## config.mk

```make
export PLATFORM = sky130hd
export DESIGN_NAME = hdmi_pattern_gen
export DESIGN_NICKNAME = d
export VERILOG_FILES = /design/src/rtl/hdmi_pattern_gen.sv
export SDC_FILE = /design/constraint.sdc
export NUM_CORES = 1
export LEC_CHECK = 0
export ABC_CLOCK_PERIOD_IN_PS = 4250
export BUFFER_PORTS_ARGS = -buffer_cell sky130_fd_sc_hd__buf_2
export CELL_PAD_IN_SITES_DETAIL_PLACEMENT = 1
export CELL_PAD_IN_SITES_GLOBAL_PLACEMENT = 1
export CORE_MARGIN = 2
export CORE_UTILIZATION = 47
export DETAILED_ROUTE_END_ITERATION = 16
export GPL_ROUTABILITY_DRIVEN = 0
export GPL_TIMING_DRIVEN = 0
export PLACE_DENSITY = 0.82
export RECOVER_POWER = 100
export SYNTH_ARGS = -nofsm -noshare
export SYNTH_HDL_FRONTEND = slang
export SYNTH_SLANG_ARGS = --single-unit
```

## constraint.sdc

```tcl
create_clock -name clk_hdmi -period 4.25 [get_ports clk_hdmi]
set_input_delay 0 -clock clk_hdmi [delete_from_list [all_inputs] [get_ports clk_hdmi]]
set_output_delay 0 -clock clk_hdmi [all_outputs]
set_load 0.03 [all_outputs]
```

## src/rtl/hdmi_pattern_gen.sv

```systemverilog
// hdmi_pattern_gen: single-clock video raster generator with selectable test
// patterns. Raster counters (cx, cy) run free; the pattern is computed from the
// current counters and delayed LATENCY clocks onto rgb/de/new_frame.
// There is no valid/ready handshake: every clock produces one pixel, and
// new_frame marks the first pixel of a frame after the same LATENCY delay.
module hdmi_pattern_gen #(
  parameter int SCREEN_WIDTH  = 720,
  parameter int SCREEN_HEIGHT = 480,
  parameter int FRAME_WIDTH   = 858,
  parameter int FRAME_HEIGHT  = 525,
  parameter int BIT_WIDTH     = 10,
  parameter int BIT_HEIGHT    = 10,
  parameter int LATENCY       = 2,
  parameter int CHECKER_LOG2  = 4,
  parameter int SCROLL_STEP   = 4
) (
  input  logic                  clk_hdmi,
  input  logic                  rst_hdmi,
  input  logic [2:0]            mode,
  input  logic [23:0]           solid_rgb,
  input  logic                  freeze,
  output logic [BIT_WIDTH-1:0]  cx,
  output logic [BIT_HEIGHT-1:0] cy,
  output logic                  de,
  output logic                  new_frame,
  output logic [23:0]           rgb,
  output logic [7:0]            frame_count
);

  // Width of one colour bar; clamped so a tiny screen still counts sanely.
  localparam int BAR_W = (SCREEN_WIDTH / 8 > 0) ? SCREEN_WIDTH / 8 : 1;
  // Moving bar is this many pixels wide.
  localparam int MBAR_W = 16;

  logic                 line_end;
  logic                 frame_end;
  logic [2:0]           active_mode;
  logic [BIT_WIDTH-1:0] scroll;
  logic [BIT_WIDTH:0]   scroll_sum;
  logic [BIT_WIDTH-1:0] bar_pos;
  logic [2:0]           bar_idx;

  // 32-bit views so comparisons against integer parameters stay width-clean.
  logic [31:0] cx_w;
  logic [31:0] cy_w;
  logic [31:0] scroll_w;
  logic [31:0] mbar_dist;

  logic        active;
  logic        nf;
  logic [23:0] pix;
  logic [23:0] bar_rgb;

  logic [25:0] pipe [LATENCY];

  assign line_end  = (cx == BIT_WIDTH'(FRAME_WIDTH - 1));
  assign frame_end = line_end && (cy == BIT_HEIGHT'(FRAME_HEIGHT - 1));

  assign cx_w     = 32'(cx);
  assign cy_w     = 32'(cy);
  assign scroll_w = 32'(scroll);

  assign scroll_sum = {1'b0, scroll} + (BIT_WIDTH + 1)'(SCROLL_STEP);

  // Raster counters: cx runs every clock, cy steps at end of line, both wrap at frame end.
  always_ff @(posedge clk_hdmi) begin
    if (rst_hdmi) begin
      cx <= '0;
      cy <= '0;
    end else if (line_end) begin
      cx <= '0;
      cy <= frame_end ? '0 : cy + 1'b1;
    end else begin
      cx <= cx + 1'b1;
    end
  end

  // Per-frame state: mode is latched only at frame boundaries; count/scroll obey freeze.
  always_ff @(posedge clk_hdmi) begin
    if (rst_hdmi) begin
      frame_count <= '0;
      scroll      <= '0;
      active_mode <= mode;
    end else if (frame_end) begin
      active_mode <= mode;
      if (!freeze) begin
        frame_count <= frame_count + 8'd1;
        if (scroll_sum >= (BIT_WIDTH + 1)'(SCREEN_WIDTH))
          scroll <= BIT_WIDTH'(scroll_sum - (BIT_WIDTH + 1)'(SCREEN_WIDTH));
        else
          scroll <= BIT_WIDTH'(scroll_sum);
      end
    end
  end

  // Colour-bar index tracks cx without a divider: a position counter inside the
  // current bar, and a bar index that saturates at 7 so leftover pixels are black.
  always_ff @(posedge clk_hdmi) begin
    if (rst_hdmi || line_end) begin
      bar_pos <= '0;
      bar_idx <= '0;
    end else if (bar_pos == BIT_WIDTH'(BAR_W - 1)) begin
      bar_pos <= '0;
      bar_idx <= (bar_idx == 3'd7) ? 3'd7 : bar_idx + 3'd1;
    end else begin
      bar_pos <= bar_pos + 1'b1;
    end
  end

  // Bar colour lookup for the colour-bar pattern.
  always_comb begin
    bar_rgb = 24'h000000;
    case (bar_idx)
      3'd0: bar_rgb = 24'hffffff;
      3'd1: bar_rgb = 24'hffff00;
      3'd2: bar_rgb = 24'h00ffff;
      3'd3: bar_rgb = 24'h00ff00;
      3'd4: bar_rgb = 24'hff00ff;
      3'd5: bar_rgb = 24'hff0000;
      3'd6: bar_rgb = 24'h0000ff;
      default: bar_rgb = 24'h000000;
    endcase
  end

  // Pattern stage 0: active/nf flags and the gated pixel colour for the current counters.
  always_comb begin
    active    = (cx_w < SCREEN_WIDTH) && (cy_w < SCREEN_HEIGHT);
    nf        = (cx == '0) && (cy == '0);
    mbar_dist = (cx_w >= scroll_w) ? (cx_w - scroll_w)
                                   : (cx_w + SCREEN_WIDTH - scroll_w);
    pix       = 24'h000000;
    case (active_mode)
      3'd0: pix = solid_rgb;
      3'd1: pix = bar_rgb;
      3'd2: pix = (cx_w[CHECKER_LOG2] ^ cy_w[CHECKER_LOG2]) ? 24'hffffff : 24'h000000;
      3'd3: pix = {cx_w[7:0], cy_w[7:0], frame_count};
      3'd4: pix = frame_count[0] ? 24'h00ff00 : 24'hff00ff;
      3'd5: pix = (mbar_dist < MBAR_W) ? 24'hffffff : 24'h000000;
      default: pix = 24'h000000;
    endcase
    if (!active)
      pix = 24'h000000;
  end

  // Output pipeline: LATENCY register stages carrying {rgb, active, nf}.
  always_ff @(posedge clk_hdmi) begin
    if (rst_hdmi) begin
      for (int i = 0; i < LATENCY; i++)
        pipe[i] <= '0;
    end else begin
      pipe[0] <= {pix, active, nf};
      for (int i = 1; i < LATENCY; i++)
        pipe[i] <= pipe[i-1];
    end
  end

  assign {rgb, de, new_frame} = pipe[LATENCY-1];

endmodule
```

---- Yosys cells after proc, flatten, opt, wreduce, memory -nomap -nowiden ----
Memory sizes are Yosys's and may differ from the RTL's.
Cells that the tools add are included.
storage, ports and cells
  flip-flop bits (word level) ............. 54
  RAM bits ................................ 52
  input bits .............................. 30
  output and inout bits ................... 54
  logic and storage cells ................. 71
  memories ................................ 1
memory list
  name  words  width  rd ports  clocked after memory_dff  write ports  line  text
  pipe  2      26     2         0                         2            54    logic [25:0] pipe [LATENCY];
cells by class
  add/subtract/negate cells ............... 10
  order comparisons ....................... 5
  equal/unequal tests ..................... 15
  mux-type cells .......................... 17
  bitwise gates (word level) .............. 4
  reduce and logical (&&, ||, !) cells .... 12
operator list
  operator                  count
  $pmux W24 S7              1
  $pmux W24 S6              1
  $mux W24                  4
  $mux W26                  2
  $lt A32 B5 Y1 const B     1
  $mux W32                  1
  $add A10 B1 Y10 const B   3
  $eq A10 B10 Y1 const B    2
  $logic_not A10 Y1         2
  $mux W10                  2
  $eq A3 B3 Y1 const B      6
  $eq A3 B2 Y1 const B      4
  $sub A11 B10 Y12          1
  $add A10 B10 Y11 const B  1
  $add A10 B3 Y11 const B   1
  $ge A11 B10 Y1 const B    1
  $sub A10 B10 Y11          1
  $eq A10 B7 Y1 const B     1
  $ge A10 B10 Y1            1
  $lt A10 B10 Y1 const B    1
  $lt A10 B9 Y1 const B     1
  $sub A10 B10 Y10 const B  1
  $mux W3                   3
  $add A8 B1 Y8 const B     1
  12 further kinds          20

---- Depth between registers and ports, before layout ----
Gate-level depths: netlist (run 1).
  depth in word-level cells ............... 8
  gate-level depth with buffers ........... 13
  mapped depth without buffers ............ 11

---- Least setup slack after synthesis (run 1) ----
Ideal clock, no wire load.
  path kind ............................... reg2reg
  start point ............................. register cx[6]
  end point ............................... memory pipe[0][10]
  library setup time ...................... 0.071 ns
  arrival time ............................ 2.985 ns
  required time ........................... 4.179 ns
  slack ................................... 1.194 ns
  stages on the path, launching flop included .. 13
  path buffers ............................ 2
  clock period less this slack ............ 3.056 ns
  cell sequence ........................... dfxtp_1 clkbuf_1 inv_1 ha_1 inv_1 ha_1 o21ai_0 a21oi_1 or3b_4 a2111oi_4 nand3_4 buf_6 a21oi_2
RTL lines
  item                      line  text
  start: declaration        22    output logic [BIT_WIDTH-1:0] cx,
  start signal: assignment  74    cx <= cx + 1'b1;
  end: declaration          54

==> key figures, run 1 <==
GRT
  – Number of global-route vias before repair: 5046
  – Pin count of the biggest net entering global routing: 20
  – GR Util All Layers: 24.8%
  – Wire length of the first global-routing pass: 25600 µm
  – Grt ovf: 0
  – Initial antenna violation count: 0

Setup path
  – CP required: 4.53 ns
  – R2R Path End: pipe[0][14]
  – Largest stage delay on the critical path: 0.44 ns
  – Crit path buf inv count: 4
  – R2R cell count: 12
  – Reg2Reg Setup Slack: 0.62 ns
  – CP arrival: 3.91 ns
  – CP cell instances: clkbuf_1 -> inv_1 -> ha_1 -> inv_1 -> ha_1 -> o21ai_0 -> a21oi_1 -> or3b_1 -> a2111oi_4 -> nand3_1 -> buf_6 -> a21oi_1
  – Critical path type: reg -> reg
  – CP startpoint kind: flip-flop
  – Worst-path fanout max: 10
  – Crit-path slowest cell: or3b_1
  – CP Capture Type: flip-flop
  – RR Startpoint: cx[6]
  – CP delay by family, top: simple AND/OR/NAND/NOR gates

Synth
  – Post-synthesis simple-gate area fraction: 22.3%
  – Seq cells post-synth: 104
  – Post-synthesis mux area share: 0.195%
  – Cell Area, Synth: 5780 µm²
  – Yosys top cell area share: 35.0%
  – Ys Warns: 0
  – Cells after Synth: 665
  – Syn nets: 734
  – Main area contributors after synthesis: dfxtp_1 35%, ha_1 7.8%, nor2_1 5.5%, nor2b_1 3.7%, xor2_1 3.3%
  – Asr flop ratio synth: 0%
  – Syn Area/Cell: 8.69 µm²
  – EDFF count, synth: 3
  – Combinational family with the most area after synthesis: simple AND/OR/NAND/NOR gates
  – Post-synth top area cell: dfxtp_1
  – Share of the yosys chip area belonging to registers: 36.5%
  – Top FF cell, synth: dfxtp_1
  – Post-synthesis adder-cell area fraction: 9.03%
  – Compound-cell area share of the yosys netlist: 17.3%
  – Synth Area in XOR/XNOR: 6.52%
  – Synth unique cells: 69

Clock network
  – CTS Sinks: 104
  – Clk root buf: clkbuf_16
  – TritonCTS clock tree: yes
  – Clock slew at reported path FFs: 0.07 ns
  – Setup bufs post-CTS: 0
  – H-tree lvl count: 3
  – CTS buffer count: 9
  – Longest Clk Path Bufs: 2
  – Worst skew pair latency: 0.36 ns

Die
  – Die footprint: 13200 µm²
  – Boundary Pins: 84
  – Core area: 12000 µm²
  – Chip Width: 115 µm
  – Num rows: 40
  – Initial core utilization: 48.1%
  – Die height: 115 µm

Finish
  – Nets: 832
  – Finished Core Util: 54.6%
  – Fillers: 1501
  – Area Growth Syn to Fin: 13.4%
  – Antenna fix cells: 0
  – Post-Layout Cell Count: 915
  – FF+latch area: 2110 µm²
  – Share of layout cells above drive strength 1: 11.8%
  – Multi-input logic area: 3110 µm²

Timing
  – Setup WS post-layout: 0.621 ns
  – Setup TNS: 0 ns
  – Min Tclk post-route: 3.63 ns
  – Worst-margin pin slew: 0.916 ns
  – Endpoints failing setup: 0
  – Hold violation total from the final report: 0
  – Rel. slew slack: 38.8%
  – Skew final: 0.00829 ns
  – RSZ-0062 raised after global routing: false
  – Final cycle utilization of the critical path: 85.4%
  – Worst Hold Slack: 0.0450 ns
  – Top achievable clock speed: 276 MHz
  – Pins over their slew limit: 0

Route
  – DRT Pass-1 Iters: 4
  – WL final: 16300 µm
  – WL per Instance: 17.8 µm
  – Routed vias: 5070
  – Drt first-iter violations: 212
  – Drt drc: 0
  – Routed Antenna Nets: 0
  – Vias per cell: 5.54

Job
  – MaxCap Viol Count: 0

Min path
  – Worst hold path class: in -> reg
  – Worst Hold Path EP: pipe[0][10]
  – Hold wc startpoint: solid_rgb[8]
  – Min-Delay Path Depth: 4

Placement
  – Hpwl dp: 12500 µm
  – Number of cells after detailed placement: 895
  – Place WS: 0.904 ns
  – PortBufs: 83

Power and ir drop
  – Pleak: 2.57 nW
  – Pwr dens: 309 nW/µm²
  – Worst IR Drop VDD: 0.000196 V

Status
  – Status: finished, final reports clean
==> cells in the final DEF, fill, tap and decap left out, types with 4 or more instances in the layout <==
master / synthesis / final
inv_1: 40 / 40
nor3_1: 12 / 12
a221o_1: 8 / 8
or3_1: 4 / 4
nor2_1: 84 / 84
nand4_1: 12 / 12
o31ai_1: 4 / 4
dfxtp_1: 101 / 101
a22oi_1: 16 / 16
clkbuf_16: 0 / 9
a31oi_1: 4 / 4
nor2b_1: 34 / 34
nand2_1: 41 / 41
and3_1: 7 / 7
or2_2: 4 / 4
xnor2_1: 21 / 21
a21oi_1: 26 / 44
buf_2: 7 / 32
buf_4: 24 / 24
nand3b_1: 4 / 4
nor4_1: 6 / 6
a211oi_1: 7 / 7
xor2_1: 22 / 22
ha_1: 36 / 36
dlygate4sd3_1: 0 / 4
o21ai_0: 10 / 10
clkbuf_1: 18 / 77
nand3_1: 25 / 26
==> area by class of cell <==
class | instances | share of cell area (%)
Clock inverter | 7 | 0.974
Buffer | 53 | 4.85
Multi-Input combinational cell | 468 | 47.5
Sequential cell | 104 | 32.2
Inverter | 40 | 2.29
Clock buffer | 9 | 3.44
Tap cell | 147 | 2.81
Timing Repair Buffer | 87 | 5.88
==> cells by family (layout without fill, tap and decap cells) <==
kind of cell,after synthesis,in the layout
buf+inv,93,196
simple gates,254,254
fa+ha+maj,40,40
compound gates,130,130
flops,104,104
mux,1,1
xor+xnor,43,43
==> routing by layer <==
layer  vias up  part of all wire, %  wire [µm]  global-route usage [%]
met5         -                    0          0                       0
met3        15                  4.1        669                    5.80
li1       2477                    -          -                       -
met1      2490                   46       7420                    31.7
met2        88                   49       8060                    43.4
met4         0                 0.87        142                    4.34
==> cells in the mapped netlist (16+ instances only) <==
library cell,instances
dfxtp_1,101
nor2_1,84
nand2_1,41
inv_1,40
ha_1,36
nor2b_1,34
a21oi_1,26
nand3_1,25
buf_4,24
xor2_1,22
xnor2_1,21
a21oi_2,20
clkbuf_1,18
a22oi_1,16
==> report_power, final <==
group	internal, mW	total [mW]	switching [mW]
logic	0.0733	0.187	0.113
clock network	0.409	0.811	0.402
registers	1.01	1.03	0.0189
==> how the worst max path moves through the flow <==
stage | depth (start not counted) | slack (ns) | start | end
after floorplan | 12 | 1.19 | cx[6] | pipe[0][10]
after global placement | 12 | 0.97 | cx[6] | pipe[0][24]
after detailed placement | 12 | 0.90 | cx[6] | pipe[0][11]
after CTS | 12 | 0.88 | cx[6] | pipe[0][14]
after global routing | 11 | 0.33 | scroll[8] | pipe[0][24]
final | 12 | 0.62 | cx[6] | pipe[0][14]
==> stage by stage <==
| stage | power (mW) | instance area (µm²) |
|---|---|---|
| after detailed placement | 1.25 | 6380 |
| after floorplan | 1.18 | 5780 |
| after global routing | 2.10 | 6550 |
| final | 2.03 | 6550 |
| after CTS | 2.05 | 6710 |
| after global placement | 1.24 | 6380 |
==> state kept, by name, summed over array words and instances (netlist names) <==
name,flops
scroll,8
bar_idx,3
bar_pos,10
pipe,52
frame_count,8
cx,10
active_mode,3
cy,10
==> worst min-delay path: stages <==
cell and delay, ns:
buf_2 0.08, a221o_1 0.13, nor2_1 0.05, a21oi_2 0.11
==> what timing repair did <==
action / 4_1_cts / 5_1_grt
hold buffers: 4 / 0
setup endpoints to repair: 0 / 0
gates resized for setup: 0 / 0
endpoints found under the hold margin: 6 / 0
(Power assumes the default switching activity.)
==> run 2, diff against run 1 <==
--- a/config.mk
+++ b/config.mk
@@ -11,11 +11,13 @@
 export CELL_PAD_IN_SITES_GLOBAL_PLACEMENT = 1
 export CORE_MARGIN = 2
 export CORE_UTILIZATION = 47
+export CTS_CLUSTER_SIZE = 10
 export DETAILED_ROUTE_END_ITERATION = 16
 export GPL_ROUTABILITY_DRIVEN = 0
 export GPL_TIMING_DRIVEN = 0
 export PLACE_DENSITY = 0.82
 export RECOVER_POWER = 100
+export REMOVE_ABC_BUFFERS = 1
 export SYNTH_ARGS = -nofsm -noshare
 export SYNTH_HDL_FRONTEND = slang
 export SYNTH_SLANG_ARGS = --single-unit
==> key figures, run 2 (synthesis gave the netlist of run 1 again) <==
Setup path
  – Worst-path fanout max: 24
  – CP arrival: 4.07 ns
  – Crit path buf inv count: 2
  – CP cell instances: inv_1 -> ha_1 -> fa_1 -> inv_1 -> o21ai_0 -> a2111oi_0 -> or3b_4 -> a2111oi_1 -> nand3_4 -> a21oi_1
  – CP required: 4.50 ns
  – CP delay by family, top: compound AO/OA/AOI/OAI gates
  – Critical path type: reg -> reg
  – Crit-path most repeated cell: inv_1
  – CP Capture Type: flip-flop
  – CP startpoint kind: flip-flop
  – Crit-path slowest cell: a2111oi_1
  – Largest stage delay on the critical path: 0.67 ns

Finish
  – Max FFs per register: 52
  – Share of layout cells above drive strength 1: 8.52%
  – Most common cell after layout, fill and taps aside: dfxtp_1
  – Nets: 780
  – Area Growth Syn to Fin: 8.44%
  – Commonest non-fill, non-tap cells in the layout: 101 x dfxtp_1, 84 x nor2_1, 56 x clkbuf_1
  – Largest reg by FF count: pipe
  – Antenna fix cells: 0
  – Fillers: 1452

Status
  – Status: finished, violations left
  – Violated checks: max-capacitance violations, max-slew violations

Timing
  – Top achievable clock speed: 261 MHz
  – Endpoints failing setup: 0
  – RSZ-0062 raised after global routing: false
  – Rel. slew slack: -43.9%
  – Final cycle utilization of the critical path: 90.0%
  – Worst-margin pin slew: 2.16 ns
  – Skew final: 0.00993 ns
  – Worst Hold Slack: 0.0574 ns
  – Hold violation total from the final report: 0
  – Min Tclk post-route: 3.82 ns
  – Pins over their slew limit: 49
  – Setup TNS: 0 ns

Clock network
  – TritonCTS clock tree: yes
  – H-tree lvl count: 3
  – Clk root buf: clkbuf_16
  – Clock slew at reported path FFs: 0.08 ns
  – CTS Sinks: 104
  – Setup bufs post-CTS: 0
  – Worst skew pair latency: 0.35 ns
  – CTS resizes: 0
  – Longest Clk Path Bufs: 2
  – CTS Hold Bufs: 3
  – CTS buffer count: 9

Route
  – Drt first-iter violations: 273
  – Routed vias: 4895
  – WL final: 15500 µm
  – WL per Instance: 17.9 µm
  – Drt drc: 0
  – Vias per cell: 5.67
  – Routed Antenna Nets: 0
  – DRT Pass-1 Iters: 4

GRT
  – Grt ovf: 0
  – Initial antenna violation count: 0
  – GR Util All Layers: 23.8%
  – Pin count of the biggest net entering global routing: 49
  – Wire length of the first global-routing pass: 25100 µm
  – Number of global-route vias before repair: 4947

Die
  – Chip Width: 115 µm
  – Die footprint: 13200 µm²
  – Num rows: 40
  – Initial core utilization: 48.1%
  – Core area: 12000 µm²
  – Boundary Pins: 84
  – Die height: 115 µm

Power and ir drop
  – Pleak: 2.40 nW
  – Worst IR Drop VDD: 0.000207 V
  – Pwr dens: 325 nW/µm²

Min path
  – Worst hold path class: in -> reg

Placement
  – Hpwl dp: 11200 µm
  – PortBufs: 83

Job
  – MaxCap Viol Count: 1
## run 2: worst register-to-register path: stages, from the launching register on
cell	delay, ns
dfxtp_1	0.52
inv_1	0.10
ha_1	0.25
fa_1	0.65
inv_1	0.14
o21ai_0	0.17
a2111oi_0	0.13
or3b_4	0.39
a2111oi_1	0.67
nand3_4	0.42
a21oi_1	0.28
## run 2: stage by stage
stage | worst slack [ns] | total power [mW] | instance area [µm²] | utilization [%] | cells
after floorplan | 1.18 | 1.16 | 5460 | - | 612
after global placement | 0.694 | 1.22 | 6060 | 50.4 | 842
after detailed placement | 0.614 | 1.23 | 6070 | 50.6 | 843
after CTS | 0.577 | 2.07 | 6410 | 53.4 | 862
after global routing | 0.194 | 2.11 | 6270 | 52.2 | 863
final | 0.426 | 2.04 | 6270 | 52.2 | 863
## run 2: layer usage
metal / vias up / routed length, µm / share of wire [%] / track usage [%]
met4: 0 / 369 / 2.4 / 8.27
met2: 106 / 7680 / 50 / 41.2
met5: - / 0 / 0 / 0
met1: 2382 / 6890 / 44 / 30.1
met3: 28 / 550 / 3.6 / 3.90
li1: 2379 / - / - / -
## run 2: worst paths after layout
kind	start	endpoint	slack, ns	cells past startpoint
setup / recovery	scroll[5]	pipe[0][19]	0.43	10
hold / removal	solid_rgb[11]	pipe[0][13]	0.06	4
setup reg to reg	scroll[5]	pipe[0][19]	0.43	10
hold reg to reg	pipe[0][18]	pipe[0][44]	0.44	1
## run 2: final cells by class
| class | instances | area (µm²) | share of cell area [%] |
|---|---|---|---|
| Multi-Input combinational cell | 468 | 3110 | 49.7 |
| Sequential cell | 104 | 2110 | 33.7 |
| Timing Repair Buffer | 88 | 399 | 6.37 |
| Clock buffer | 11 | 254 | 4.05 |
| Tap cell | 147 | 184 | 2.93 |
| Inverter | 40 | 150 | 2.40 |
| Clock inverter | 5 | 56.3 | 0.898 |
## run 2: power by group
part / leakage [nW] / total [mW] / internal, mW / switching, mW
clock network: 0.152 / 0.840 / 0.450 / 0.390
registers: 0.851 / 1.03 / 1.01 / 0.0177
logic: 1.40 / 0.171 / 0.0619 / 0.109
total: 2.40 / 2.04 / 1.52 / 0.516
